`config.mk`:
```
export PLATFORM = sky130hd
export DESIGN_NAME = sfr_gpio_port_flat
export DESIGN_NICKNAME = d
export VERILOG_FILES = /design/src/rtl/sfr_gpio_port_if.sv /design/src/rtl/sfr_gpio_port.sv /design/src/flat_wrapper.sv
export SDC_FILE = /design/constraint.sdc
export NUM_CORES = 1
export LEC_CHECK = 0
export CORE_ASPECT_RATIO = 1.2
export CORE_MARGIN = 10
export CORE_UTILIZATION = 30
export DETAILED_ROUTE_END_ITERATION = 10
export GPL_TIMING_DRIVEN = 1
export PLACE_DENSITY_LB_ADDON = 0.2
export SLEW_MARGIN = 20
export SYNTH_ARGS = -nofsm -noshare
export SYNTH_HDL_FRONTEND = slang
export SYNTH_SLANG_ARGS = --single-unit
```
`constraint.sdc`:
```
create_clock -name CLK -period 1.6 [get_ports CLK]
set_input_delay 0.32 -clock CLK [delete_from_list [all_inputs] [get_ports CLK]]
set_output_delay 0.32 -clock CLK [all_outputs]
set_load 0.02 [all_outputs]
```
`src/rtl/sfr_gpio_port_if.sv`:
```
// ---------------------------------------------------------------------------
// sfr_gpio_port_if
// CPU-side SFR bus seen by the GPIO port.
//   D_IN     - store data from the CPU
//   OUT_WE   - write strobe for the output-data register
//   DIR_WE   - write strobe for the direction register
//   IN_WE    - write-1-to-clear strobe for the change flags
//   Address  - SFR address used for read-back selection
//   RD_DATA  - combinational read-back data returned to the CPU load path
// The master modport is the CPU/decoder side; the slave modport is the port.
// ---------------------------------------------------------------------------
interface sfr_gpio_port_if #(
  parameter int WIDTH = 8
);
  logic [WIDTH-1:0] D_IN;
  logic             OUT_WE;
  logic             DIR_WE;
  logic             IN_WE;
  logic [7:0]       Address;
  logic [WIDTH-1:0] RD_DATA;

  modport master (
    output D_IN,
    output OUT_WE,
    output DIR_WE,
    output IN_WE,
    output Address,
    input  RD_DATA
  );

  modport slave (
    input  D_IN,
    input  OUT_WE,
    input  DIR_WE,
    input  IN_WE,
    input  Address,
    output RD_DATA
  );
endinterface

```
`src/rtl/sfr_gpio_port.sv`:
```
// ---------------------------------------------------------------------------
// sfr_gpio_port
// Special-function-register GPIO port. Holds the output-data and direction
// registers written by the SFR decoder strobes, synchronises the external
// pins, latches change-of-state flags on input pins and raises an interrupt.
//   CLK       - system clock, rising edge
//   RST       - asynchronous, active-high reset
//   bus       - SFR bus (store data, write strobes, address, read-back)
//   PIN_IN    - asynchronous external pin levels
//   PIN_OUT   - output-data register
//   PIN_OE    - direction register, 1 = pin driven by the port
//   CHG_FLAGS - latched change flags (input pins only)
//   CHG_IRQ   - OR of CHG_FLAGS
// SYNC_STAGES must lie in 2..4.
// ---------------------------------------------------------------------------
module sfr_gpio_port #(
  parameter int WIDTH       = 8,
  parameter int SYNC_STAGES = 2
) (
  input  logic             CLK,
  input  logic             RST,
  sfr_gpio_port_if.slave   bus,
  input  logic [WIDTH-1:0] PIN_IN,
  output logic [WIDTH-1:0] PIN_OUT,
  output logic [WIDTH-1:0] PIN_OE,
  output logic [WIDTH-1:0] CHG_FLAGS,
  output logic             CHG_IRQ
);

  localparam int CNT_W = $clog2(SYNC_STAGES + 2);

  typedef enum logic {
    WARM,
    RUN
  } state_t;

  logic [WIDTH-1:0] r_out;
  logic [WIDTH-1:0] r_oe;
  logic [WIDTH-1:0] r_sync [SYNC_STAGES];
  logic [WIDTH-1:0] r_prev;
  logic [WIDTH-1:0] r_flags;
  logic [CNT_W-1:0] r_count;
  state_t           r_state;

  logic [WIDTH-1:0] w_sync;
  logic [WIDTH-1:0] w_pending;
  logic [WIDTH-1:0] w_clear;
  logic [CNT_W-1:0] w_next_count;
  state_t           w_next_state;
  logic             w_detect_en;

  // Port registers; the decoder strobes are independent so both may load.
  always_ff @(posedge CLK or posedge RST) begin
    if (RST) begin
      r_out <= '0;
      r_oe  <= '0;
    end else begin
      if (bus.OUT_WE) r_out <= bus.D_IN;
      if (bus.DIR_WE) r_oe  <= bus.D_IN;
    end
  end

  // Pin synchroniser chain plus the previous-sample register used for
  // edge detection.
  always_ff @(posedge CLK or posedge RST) begin
    if (RST) begin
      for (int i = 0; i < SYNC_STAGES; i++) r_sync[i] <= '0;
      r_prev <= '0;
    end else begin
      r_sync[0] <= PIN_IN;
      for (int i = 1; i < SYNC_STAGES; i++) r_sync[i] <= r_sync[i-1];
      r_prev <= w_sync;
    end
  end

  assign w_sync = r_sync[SYNC_STAGES-1];

  // Warm-up state register. The counter runs only while warming up.
  always_ff @(posedge CLK or posedge RST) begin
    if (RST) begin
      r_state <= WARM;
      r_count <= '0;
    end else begin
      r_state <= w_next_state;
      r_count <= w_next_count;
    end
  end

  // Warm-up next-state logic. Detection stays off until the counter has
  // covered the synchroniser fill plus the PREV update, so pin levels
  // present at reset release are absorbed without raising flags. The move
  // to RUN coincides with the counter reaching SYNC_STAGES+1.
  always_comb begin
    w_next_state = r_state;
    w_next_count = r_count;
    w_detect_en  = 1'b0;
    case (r_state)
      WARM: begin
        w_next_count = r_count + CNT_W'(1);
        if (r_count == CNT_W'(SYNC_STAGES)) w_next_state = RUN;
      end
      RUN: begin
        w_detect_en = 1'b1;
      end
      default: begin
        w_next_state = WARM;
      end
    endcase
  end

  // Only pins configured as inputs may raise a change.
  assign w_pending = w_detect_en ? ((w_sync ^ r_prev) & ~r_oe) : '0;
  assign w_clear   = bus.IN_WE ? bus.D_IN : '0;

  // Flag update: clearing first, then OR in new changes so a change that
  // lands in the same cycle as its clear is not lost.
  always_ff @(posedge CLK or posedge RST) begin
    if (RST) begin
      r_flags <= '0;
    end else begin
      r_flags <= (r_flags & ~w_clear) | w_pending;
    end
  end

  // Read-back mux; pin readback shows the driven value on outputs and the
  // synchronised level on inputs.
  always_comb begin
    bus.RD_DATA = '0;
    case (bus.Address)
      8'h01:   bus.RD_DATA = r_out;
      8'h02:   bus.RD_DATA = r_oe;
      8'h03:   bus.RD_DATA = (r_oe & r_out) | (~r_oe & w_sync);
      default: bus.RD_DATA = '0;
    endcase
  end

  assign PIN_OUT   = r_out;
  assign PIN_OE    = r_oe;
  assign CHG_FLAGS = r_flags;
  assign CHG_IRQ   = |r_flags;

endmodule

```
`src/flat_wrapper.sv`:
```
// flat-port wrapper written by rule: the top's interface ports become plain ports
module sfr_gpio_port_flat 
#(
  parameter int WIDTH       = 8,
  parameter int SYNC_STAGES = 2
)
  (CLK, RST, PIN_IN, PIN_OUT, PIN_OE, CHG_FLAGS, CHG_IRQ, bus_D_IN, bus_OUT_WE, bus_DIR_WE, bus_IN_WE, bus_Address, bus_RD_DATA);
  sfr_gpio_port_if #(.WIDTH(WIDTH)) bus_i ();
  input  logic CLK;
  input  logic RST;
  input  logic [WIDTH-1:0] PIN_IN;
  output logic [WIDTH-1:0] PIN_OUT;
  output logic [WIDTH-1:0] PIN_OE;
  output logic [WIDTH-1:0] CHG_FLAGS;
  output logic CHG_IRQ;
  input wire logic [$bits(bus_i.D_IN)-1:0] bus_D_IN;
  input wire logic [$bits(bus_i.OUT_WE)-1:0] bus_OUT_WE;
  input wire logic [$bits(bus_i.DIR_WE)-1:0] bus_DIR_WE;
  input wire logic [$bits(bus_i.IN_WE)-1:0] bus_IN_WE;
  input wire logic [$bits(bus_i.Address)-1:0] bus_Address;
  output wire logic [$bits(bus_i.RD_DATA)-1:0] bus_RD_DATA;
  assign bus_i.D_IN = bus_D_IN;
  assign bus_i.OUT_WE = bus_OUT_WE;
  assign bus_i.DIR_WE = bus_DIR_WE;
  assign bus_i.IN_WE = bus_IN_WE;
  assign bus_i.Address = bus_Address;
  assign bus_RD_DATA = bus_i.RD_DATA;
  sfr_gpio_port #(.WIDTH(WIDTH), .SYNC_STAGES(SYNC_STAGES)) u_core (.CLK(CLK), .RST(RST), .bus(bus_i), .PIN_IN(PIN_IN), .PIN_OUT(PIN_OUT), .PIN_OE(PIN_OE), .CHG_FLAGS(CHG_FLAGS), .CHG_IRQ(CHG_IRQ));
endmodule
```
==> results of run 1 <==
-- area by class of cell --
type                       count  area share
sequential                    51       0.375
inverter                      10      0.0118
clock inverter                 1     0.00147
clock buffer                   7      0.0224
multi-input combinational     99       0.241
timing repair buffer         121       0.317
tap                           85      0.0312
-- how the worst min path moves through the flow --
stage,slack [ns],endpoint
2_1_floorplan,0.33,u_core.w_sync[0]
3_3_place_gp,0.33,u_core.w_sync[1]
4_1_cts,0.36,u_core.w_sync[6]
5_1_grt,0.36,u_core.w_sync[2]
3_5_place_dp,0.33,u_core.w_sync[4]
6_report,0.35,u_core.w_sync[7]
-- cell usage after synthesis (3+ instances only) --
master | count | area [um2]
sky130_fd_sc_hd__dfrtp_1 | 51 | 1280
sky130_fd_sc_hd__nand2_1 | 26 | 97.6
sky130_fd_sc_hd__inv_1 | 10 | 37.5
sky130_fd_sc_hd__a32o_1 | 8 | 80.1
sky130_fd_sc_hd__mux2_2 | 8 | 90.1
sky130_fd_sc_hd__nand2b_1 | 8 | 50.1
sky130_fd_sc_hd__nand4_1 | 8 | 50.1
sky130_fd_sc_hd__o21ai_1 | 8 | 40.0
sky130_fd_sc_hd__xor2_1 | 8 | 70.1
sky130_fd_sc_hd__a31oi_1 | 7 | 43.8
sky130_fd_sc_hd__nand3_1 | 7 | 35.0
sky130_fd_sc_hd__buf_2 | 6 | 30.0
sky130_fd_sc_hd__nor4_1 | 3 | 18.8
-- cells by family after synthesis --
family / after synthesis / synth area share
AOI/OAI and AO/OA: 26 / 0.0914
xor gates and xnor gates: 9 / 0.0395
adders and majority gates: 1 / 0.00626
buffers and inverters: 18 / 0.0413
DFF: 51 / 0.639
muxes: 8 / 0.0451
and+or+nand+nor: 55 / 0.138
-- state kept, by name (all words and copies together), names as in the netlist --
register	flops
u_core.r_state	1
u_core.r_count	2
u_core.CHG_FLAGS	8
u_core.PIN_OE	8
u_core.w_sync	8
u_core.PIN_OUT	8
u_core.r_sync	8
u_core.r_prev	8
-- per-layer routing --
metal / share of wire / up-vias
met5: 0 / -
met4: 0.0069 / 0
met3: 0.074 / 4
met2: 0.50 / 54
met1: 0.41 / 833
li1: - / 828
-- metrics by stage --
stage	hold slack, ns	power (uW)	cell area [um2]	setup WS (ns)
floorplan	0.331	1740	2000	0.0505
global placement	0.334	2180	3030	-0.793
detailed placement	0.335	2190	3030	-0.812
CTS	0.355	2890	3200	-0.0527
global route	0.361	3070	3400	-0.0722
finish	0.352	2920	3400	-0.0141
-- timing repair --
item / in CTS / in global routing
buffers inserted: 5 / 10
setup endpoints to repair: 33 / 9
hold buffers: 0 / 0
resized for setup: 115 / 38
pin swaps: 12 / 14
cloned: 1 / 0
-- where the power goes --
group          total, uW  switching, uW  internal (uW)  leakage [uW]
registers           1470           76.5           1390      0.000583
clock network        713            405            308     0.0000422
logic                738            342            396      0.000886
==> metrics.txt, run 1 <==
category of the critical setup timing path=register to output port; final critical delay including setup and external delays=1.61 ns; syn avg cell area=11.9 um2; number of nets with antenna violations after routing=0; Largest stage delay, worst path=0.41 ns; number of hold violations in the final report=0; CTS clock-pin slew for the worst setup and hold paths=0.08 ns; Core Region=0.00645 mm2; actual slew at the worst max-slew pin=0.484 ns; number of global-route vias before repair=1756; worst-case vdd ir drop=0.000520 V; library cell used as clock root buffer=sky130_fd_sc_hd__clkbuf_8; overall overflow remaining after global route=0; remaining max-slew budget at the tightest pin=0.677; sequential area share after synthesis=0.639; worst min-delay path class=register to register; number of nets in the synthesized netlist=198; Distinct cells, synth=23; Post-Layout Cell Count=374; P_leak=0.00151 uW; drt wl/cell=16.3 um; core utilization of the finished layout=0.528; kind of start point of the critical path=register; R2R cell count=4; later-pin clock latency in the skew report=0.30 ns; clock sink count=51; count of flip-flops with a built-in enable after synthesis=0; most frequently used flop master after synthesis=sky130_fd_sc_hd__dfrtp_1; power per cell area=857 mW/mm2; vias per inst=4.60; first-pass GRT wire length=9370 um; area taken by flip-flops and latches=0.00128 mm2; initial core utilization=0.310; CTS Buf Count=5; flip-flop and latch count after synthesis=51; ratio of cells with drive above 1 in the final layout=0.426; Filler Cell Count=593; Area growth syn-to-layout=70.4%; most frequent standard cell in the layout excluding fill and tap cells=sky130_fd_sc_hd__buf_4; cell family with most CP delay=flip-flops; RR Endpoint=u_core.CHG_FLAGS[5]; critical path peak fanout=3; fraction of met1 tracks used by global routing=0.139; via count=1719; area occupied by multi-input gates=821 um2; count of input and output buffers=61; Maximum Capacitance Violations=0; Critical Path End=bus_RD_DATA[7]; antenna diode count=0; Total Die Area=0.0103 mm2; maximum number of pins on one net before global-route repair=52; commonest cells after routing, fill and taps aside=57 x sky130_fd_sc_hd__buf_4, 50 x sky130_fd_sc_hd__dfrtp_1, 23 x sky130_fd_sc_hd__nand2_1; Max Fclk=620 MHz; die outline width=94.5 um; number of standard cells after synthesis=168; share of async-settable or async-resettable flops after synthesis=1.00; Max Transition Viols Final=0; violations in the final reports=setup timing; final cycle utilization of the critical path=1.01; TNS Setup=-0.0141 ns; Clock Tree Buf Depth=2; flop-to-flop setup slack=0.54 ns; result of the run=finished, violations left; # IOs=62; post-detailed-placement half-perimeter wirelength=4180 um; total setup violations reported at the end of the flow=1; Iter 0 DRT Violations=67; Worst path slowest cell=sky130_fd_sc_hd__dfrtp_1; initial antenna violation count=0; reg2reg start=u_core.PIN_OE[5]; min-delay src=u_core.r_sync[15]; setup skew after layout=0.00832 ns; slack of the critical path=-0.0141 ns; kind of end point of the critical path=output port; most heavily used metal layer in global routing=met2; worst hold path depth=0; Total Nets Final=318; number of buffers and inverters on the critical path=1; setup repair after global routing missed its margin=true; count of placed standard cells including taps=351; met2 track demand over resource=0.194; cell area after synthesis=0.00200 mm2; Crit path arrival time=1.29 ns; cell row count=32; Ys Warns=0; total routing usage reported by global routing=0.116; worst path cell trace=nand2b_4, a32oi_2, a21oi_2, buf_6; startpoint of the most critical setup path=u_core.PIN_OE[7]; routability cong.=0.762; endpoint required time on the critical path=1.28 ns; First-pass DRT Iterations=4; Remaining DRCs=0; clock tree from TritonCTS=yes; Total Wirelength=6100 um; height of the chip=109 um; met3 GRT Util=0.0402; H-Tree Level Count=2; Levels on crit path=4
Note: power is estimated with default switching activity, not from simulation.
==> run 2: changes to the inputs <==
==> constraint.sdc (replaced) <==
create_clock -name CLK -period 2 [get_ports CLK]
set_input_delay 0.4 -clock CLK [delete_from_list [all_inputs] [get_ports CLK]]
set_output_delay 0.4 -clock CLK [all_outputs]
set_load 0.02 [all_outputs]
==> run 2 against run 1 <==
  * The run now ends clean
  * Final cell count down 12%
  * Wire length down 4.8%
  * Via count down 9.0%
  * Worst hold slack better by 0.00087 ns
  * Die area unchanged
  * Sequential share of layout area up 5.0 points
  * Critical path depth up 2
  * Sequential power down 20%
==> metrics.txt, run 2 (same netlist as run 1, synthesis figures left out) <==
result of the run=completed; initial core utilization=0.310 (unchanged); clock sink count=51 (unchanged); Total Die Area=0.0103 mm2 (unchanged); endpoint required time on the critical path=1.60 ns (+0.32 ns); Total Wirelength=5800 um (-4.8%); antenna diode count=0 (unchanged); post-route cell area=0.00300 mm2 (-12%); height of the chip=109 um (unchanged); final critical delay including setup and external delays=1.89 ns; TNS Setup=0 ns (+0.0141 ns); R2R cell count=1 (-3); H-Tree Level Count=2 (unchanged); maximum number of pins on one net before global-route repair=52 (unchanged); ratio of cells with drive above 1 in the final layout=0.206 (-0.220); CTS clock-pin slew for the worst setup and hold paths=0.09 ns (about the same); CTS Buf Count=5 (unchanged); Core Region=0.00645 mm2 (unchanged); Worst path slowest cell=sky130_fd_sc_hd__nor4_2; setup repair after global routing missed its margin=false; number of nets with antenna violations after routing=0 (unchanged); vias per inst=4.77 (+3.8%); pre-CTS worst setup slack=-0.570 ns (+0.242 ns); total routing usage reported by global routing=0.113 (-0.00331); worst hold path depth=0 (unchanged); category of the critical setup timing path=input port to output port; number of hold violations in the final report=0 (unchanged); most frequent standard cell in the layout excluding fill and tap cells=sky130_fd_sc_hd__dfrtp_1; # IOs=62 (unchanged); number of buffers and inverters on the critical path=3 (+2); remaining max-slew budget at the tightest pin=0.666 (-0.0109); slack of the critical path=0.107 ns (+0.121 ns); count of input and output buffers=61 (unchanged); routability cong.=0.775 (+1.7%); kind of start point of the critical path=input port; overall overflow remaining after global route=0 (unchanged); Cell Area, Placed=0.00275 mm2 (-9.3%); via count=1565 (-9.0%); Largest stage delay, worst path=0.25 ns (-0.16 ns); final cycle utilization of the critical path=0.946; Max Transition Viols Final=0 (unchanged); initial antenna violation count=0 (unchanged); first-pass GRT wire length=8890 um (-5.1%); total setup violations reported at the end of the flow=0 (-1); kind of end point of the critical path=output port; number of global-route vias before repair=1599 (-8.9%); clock tree from TritonCTS=yes; critical path peak fanout=8 (+5); library cell used as clock root buffer=sky130_fd_sc_hd__clkbuf_8; later-pin clock latency in the skew report=0.30 ns (about the same); Maximum Capacitance Violations=0 (unchanged); P_leak=0.00125 uW (-17%); Levels on crit path=6 (+2); cell family with most CP delay=buffers and inverters; worst path cell trace=dlygate4sd2_1, nor4_2, nand2_1, buf_12, a31oi_4, buf_6; First-pass DRT Iterations=4 (unchanged); Crit path arrival time=1.49 ns (+0.20 ns); commonest cells after routing, fill and taps aside=51 x sky130_fd_sc_hd__dfrtp_1, 46 x sky130_fd_sc_hd__clkdlybuf4s50_1, 26 x sky130_fd_sc_hd__nand2_1; drt wl/cell=17.7 um (+8.6%); Iter 0 DRT Violations=119 (+78%); worst min-delay path class=register to register; die outline width=94.5 um (unchanged); Area growth syn-to-layout=50.2%; worst-case vdd ir drop=0.000389 V (-25%); Clock Tree Buf Depth=2 (unchanged); Max Fclk=528 MHz; setup skew after layout=0.00581 ns (-0.00251 ns); actual slew at the worst max-slew pin=0.500 ns (+0.0164 ns); Total Nets Final=272 (-14%); cell row count=32 (unchanged); power per cell area=766 mW/mm2 (-11%); Remaining DRCs=0 (unchanged); post-detailed-placement half-perimeter wirelength=3900 um (-6.8%)
run 2: per-stage QoR:
stage / hold WS, ns / power, uW / util / instances
floorplan: 0.331 / 1390 / - / 168
global placement: 0.332 / 1640 / 0.427 / 315
detailed placement: 0.335 / 1650 / 0.427 / 315
CTS: 0.355 / 2330 / 0.453 / 328
global route: 0.362 / 2410 / 0.466 / 328
finish: 0.353 / 2300 / 0.466 / 328
run 2: routing by layer:
metal  track usage  wire, um  vias to the layer above
met5             0         0                        -
met4        0.0503       100                        0
met3        0.0382       389                        8
met2         0.181      2790                       50
met1         0.134      2530                      779
li1              -         -                      728
run 2: final cells by class:
cell class / instances / area, um2
clock buffers: 8 / 100
well taps: 85 / 106
repair buffers: 75 / 724
inverters: 10 / 37.5
flip-flops and latches: 51 / 1280
multi-input cells: 99 / 757
fillers: 606 / 3440
run 2: final timing paths:
| kind | slack (ns) | end | from |
|---|---|---|---|
| worst max-delay path | 0.11 | bus_RD_DATA[0] | bus_Address[6] |
| worst min-delay path | 0.35 | u_core.w_sync[3] | u_core.r_sync[11] |
| worst max register to register | 0.94 | u_core.r_state | u_core.r_state |
| worst min register to register | 0.35 | u_core.w_sync[3] | u_core.r_sync[11] |
| max in group asynchronous | 1.32 | u_core.r_sync[14] | RST |
| min in group asynchronous | 0.44 | u_core.w_sync[2] | RST |
run 2: power by group:
group / leakage (uW) / switching [uW] / total (uW) / internal [uW]
registers: 0.000585 / 71.5 / 1180 / 1110
logic: 0.000613 / 229 / 468 / 239
clock network: 0.0000515 / 330 / 647 / 316
total: 0.00125 / 631 / 2300 / 1670
run 2: timing repair:
item / 4_1_cts / 5_1_grt
hold buffers: 0 / 0
pin swaps: 3 / 2
setup endpoints to repair: 9 / 9
buffers inserted: 4 / 0
resized for setup: 61 / 14
cloned: 1 / 0
endpoints found under the hold margin: 0 / 0
==> run 3: changes to the inputs <==
--- a/config.mk
+++ b/config.mk
@@ -7,7 +7,7 @@
 export LEC_CHECK = 0
 export CORE_ASPECT_RATIO = 1.2
 export CORE_MARGIN = 10
-export CORE_UTILIZATION = 30
+export CORE_UTILIZATION = 40
 export DETAILED_ROUTE_END_ITERATION = 10
 export GPL_TIMING_DRIVEN = 1
 export PLACE_DENSITY_LB_ADDON = 0.2
==> run 3 against run 2 <==
  * Power shrank 4.1%
  * Fmax shrank 1.8%
  * Worst hold slack is essentially flat
  * Via count shrank 4.4%
  * Design area shrank 4.1%
  * First-iteration DRC count shrank 26%
  * Global-route usage grew 0.99 points
  * Sequential cell count is the same
  * Setup slack lost 0.035 ns
  * Clock skew shrank 0.0015 ns
  * Combinational power shrank 6.6%
  * Critical endpoint is now bus_RD_DATA[3]
  * Largest power group unchanged
==> metrics.txt, run 3 (same netlist as run 1, synthesis figures left out) <==
number of hold violations in the final report=0 (unchanged); initial antenna violation count=0 (unchanged); Iter 0 DRT Violations=88 (-26%); via count=1496 (-4.4%); actual slew at the worst max-slew pin=0.465 ns (-0.0351 ns); maximum number of pins on one net before global-route repair=35 (-33%); hold_ws=0.353 ns (-0.000254 ns); Total Die Area=0.00823 mm2 (-20%); P_leak=0.00121 uW (-2.8%); die outline width=84.5 um (-11%); total routing usage reported by global routing=0.123 (+0.00993); clock tree from TritonCTS=yes; worst path cell trace=clkdlybuf4s50_1, nor4_2, nand2_1, buf_6, a31oi_4, buf_4; power per cell area=767 mW/mm2 (about the same); total setup violations reported at the end of the flow=0 (unchanged); remaining max-slew budget at the tightest pin=0.690 (+0.0234); worst min-delay path class=register to register; min-delay src=u_core.r_sync[9]; reg2reg start=u_core.r_state; first-pass GRT wire length=8190 um (-7.9%); overall overflow remaining after global route=0 (unchanged); final critical delay including setup and external delays=1.93 ns (+0.0354 ns); category of the critical setup timing path=input port to output port; ratio of cells with drive above 1 in the final layout=0.177 (-0.0285); kind of end point of the critical path=output port; RR Endpoint=u_core.r_state; core utilization of the finished layout=0.587 (+0.121); Maximum Capacitance Violations=0 (unchanged); H-Tree Level Count=2 (unchanged); final cycle utilization of the critical path=0.964 (+0.0177); worst-case vdd ir drop=0.000471 V (+21%); cell row count=28 (-13%); number of global-route vias before repair=1528 (-4.4%); kind of start point of the critical path=input port; worst min-delay path endpoint=u_core.w_sync[1]; antenna diode count=0 (unchanged); later-pin clock latency in the skew report=0.30 ns (about the same); area taken by flip-flops and latches=0.00128 mm2 (unchanged); number of nets with antenna violations after routing=0 (unchanged); post-route cell area=0.00288 mm2 (-4.1%); CTS Buf Count=5 (unchanged); endpoint required time on the critical path=1.60 ns (about the same); initial core utilization=0.407 (+0.0974); post-detailed-placement half-perimeter wirelength=3600 um (-7.7%); R2R cell count=1 (unchanged); # IOs=62 (unchanged); Area growth syn-to-layout=44.0%; Worst path slowest cell=sky130_fd_sc_hd__clkdlybuf4s50_1; commonest cells after routing, fill and taps aside=51 x sky130_fd_sc_hd__dfrtp_1, 47 x sky130_fd_sc_hd__clkdlybuf4s50_1, 25 x sky130_fd_sc_hd__nand2_1; area occupied by multi-input gates=714 um2 (-5.6%); critical path peak fanout=8 (unchanged); Clock Tree Buf Depth=2 (unchanged); Core Region=0.00490 mm2 (-24%); height of the chip=97.4 um (-11%); most frequent standard cell in the layout excluding fill and tap cells=sky130_fd_sc_hd__dfrtp_1; TNS Setup=0 ns (unchanged); Max Transition Viols Final=0 (unchanged); worst hold path depth=0 (unchanged); First-pass DRT Iterations=4 (unchanged); count of input and output buffers=61 (unchanged); Crit path arrival time=1.53 ns (+0.04 ns); Cell Area, Placed=0.00271 mm2 (-1.4%); Total Nets Final=267 (-1.8%); Total Wirelength=5020 um (-14%); result of the run=completed; library cell used as clock root buffer=sky130_fd_sc_hd__clkbuf_8; Filler Cell Count=426 (-30%); drt wl/cell=16.9 um (-4.5%); Remaining DRCs=0 (unchanged); flop-to-flop setup slack=0.97 ns (+0.03 ns); Max Fclk=519 MHz (-1.8%); Post-CTS Hold Buffers=0 (unchanged); CTS clock-pin slew for the worst setup and hold paths=0.08 ns (about the same); vias per inst=5.04 (+5.6%); Largest stage delay, worst path=0.41 ns (+0.16 ns); routability cong.=0.760 (-1.9%); setup skew after layout=0.00436 ns (-0.00145 ns); setup repair after global routing missed its margin=false; clock sink count=51 (unchanged)
==> run 3: metal layers <==
metal | up-vias | GRT usage | share of wire
met5 | - | 0 | 0
met2 | 39 | 0.190 | 0.47
met4 | 0 | 0.0419 | 0.013
met3 | 6 | 0.0386 | 0.064
li1 | 720 | - | -
met1 | 731 | 0.157 | 0.45
==> run 3: worst max-delay path by stage <==
stage          slack, ns             end           startpoint  cells past startpoint
3_3_place_gp       -0.55  bus_RD_DATA[2]       bus_Address[5]                      6
2_1_floorplan       0.34  bus_RD_DATA[0]       bus_Address[0]                      4
5_1_grt             0.01         CHG_IRQ  u_core.CHG_FLAGS[5]                      4
6_report            0.07  bus_RD_DATA[3]       bus_Address[7]                      6
4_1_cts            -0.02  bus_RD_DATA[3]       bus_Address[7]                      6
3_5_place_dp       -0.56  bus_RD_DATA[2]       bus_Address[5]                      6
==> run 3: final cells by class <==
type | instances | area share
Inverter | 10 | 0.0130
Timing Repair Buffer | 70 | 0.239
Clock buffer | 6 | 0.0287
Tap cell | 60 | 0.0261
Multi-Input combinational cell | 99 | 0.248
Clock inverter | 1 | 0.00174
Sequential cell | 51 | 0.443
==> run 3: timing repair <==
item                                    in CTS  in global routing
resized for setup                           61                  9
cloned                                       0                  0
pin swaps                                    2                  2
hold endpoints to repair                     0                  0
setup buffers                                1                  0
endpoints found under the setup margin       9                  9
==> run 3: metrics by stage <==
stage,setup WS [ns],power (uW),instances
5_1_grt,0.0122,2300,297
2_1_floorplan,0.336,1390,168
3_5_place_dp,-0.563,1630,289
4_1_cts,-0.0152,2230,297
3_3_place_gp,-0.553,1630,289
6_report,0.0719,2210,297
==> run 3: report_power, final <==
group	internal, uW	switching [uW]	leakage, uW
sequential	1110	67.5	0.000585
combinational	225	212	0.000583
clock	272	317	0.0000470
total	1610	597	0.00121
==> run 3: worst max-delay path, delay by kind of cell <==
family                 cells  cell delay, ns
buffers and inverters      3            0.74
AND/OR/NAND/NOR            2            0.23
AO/OA/AOI/OAI              1            0.16
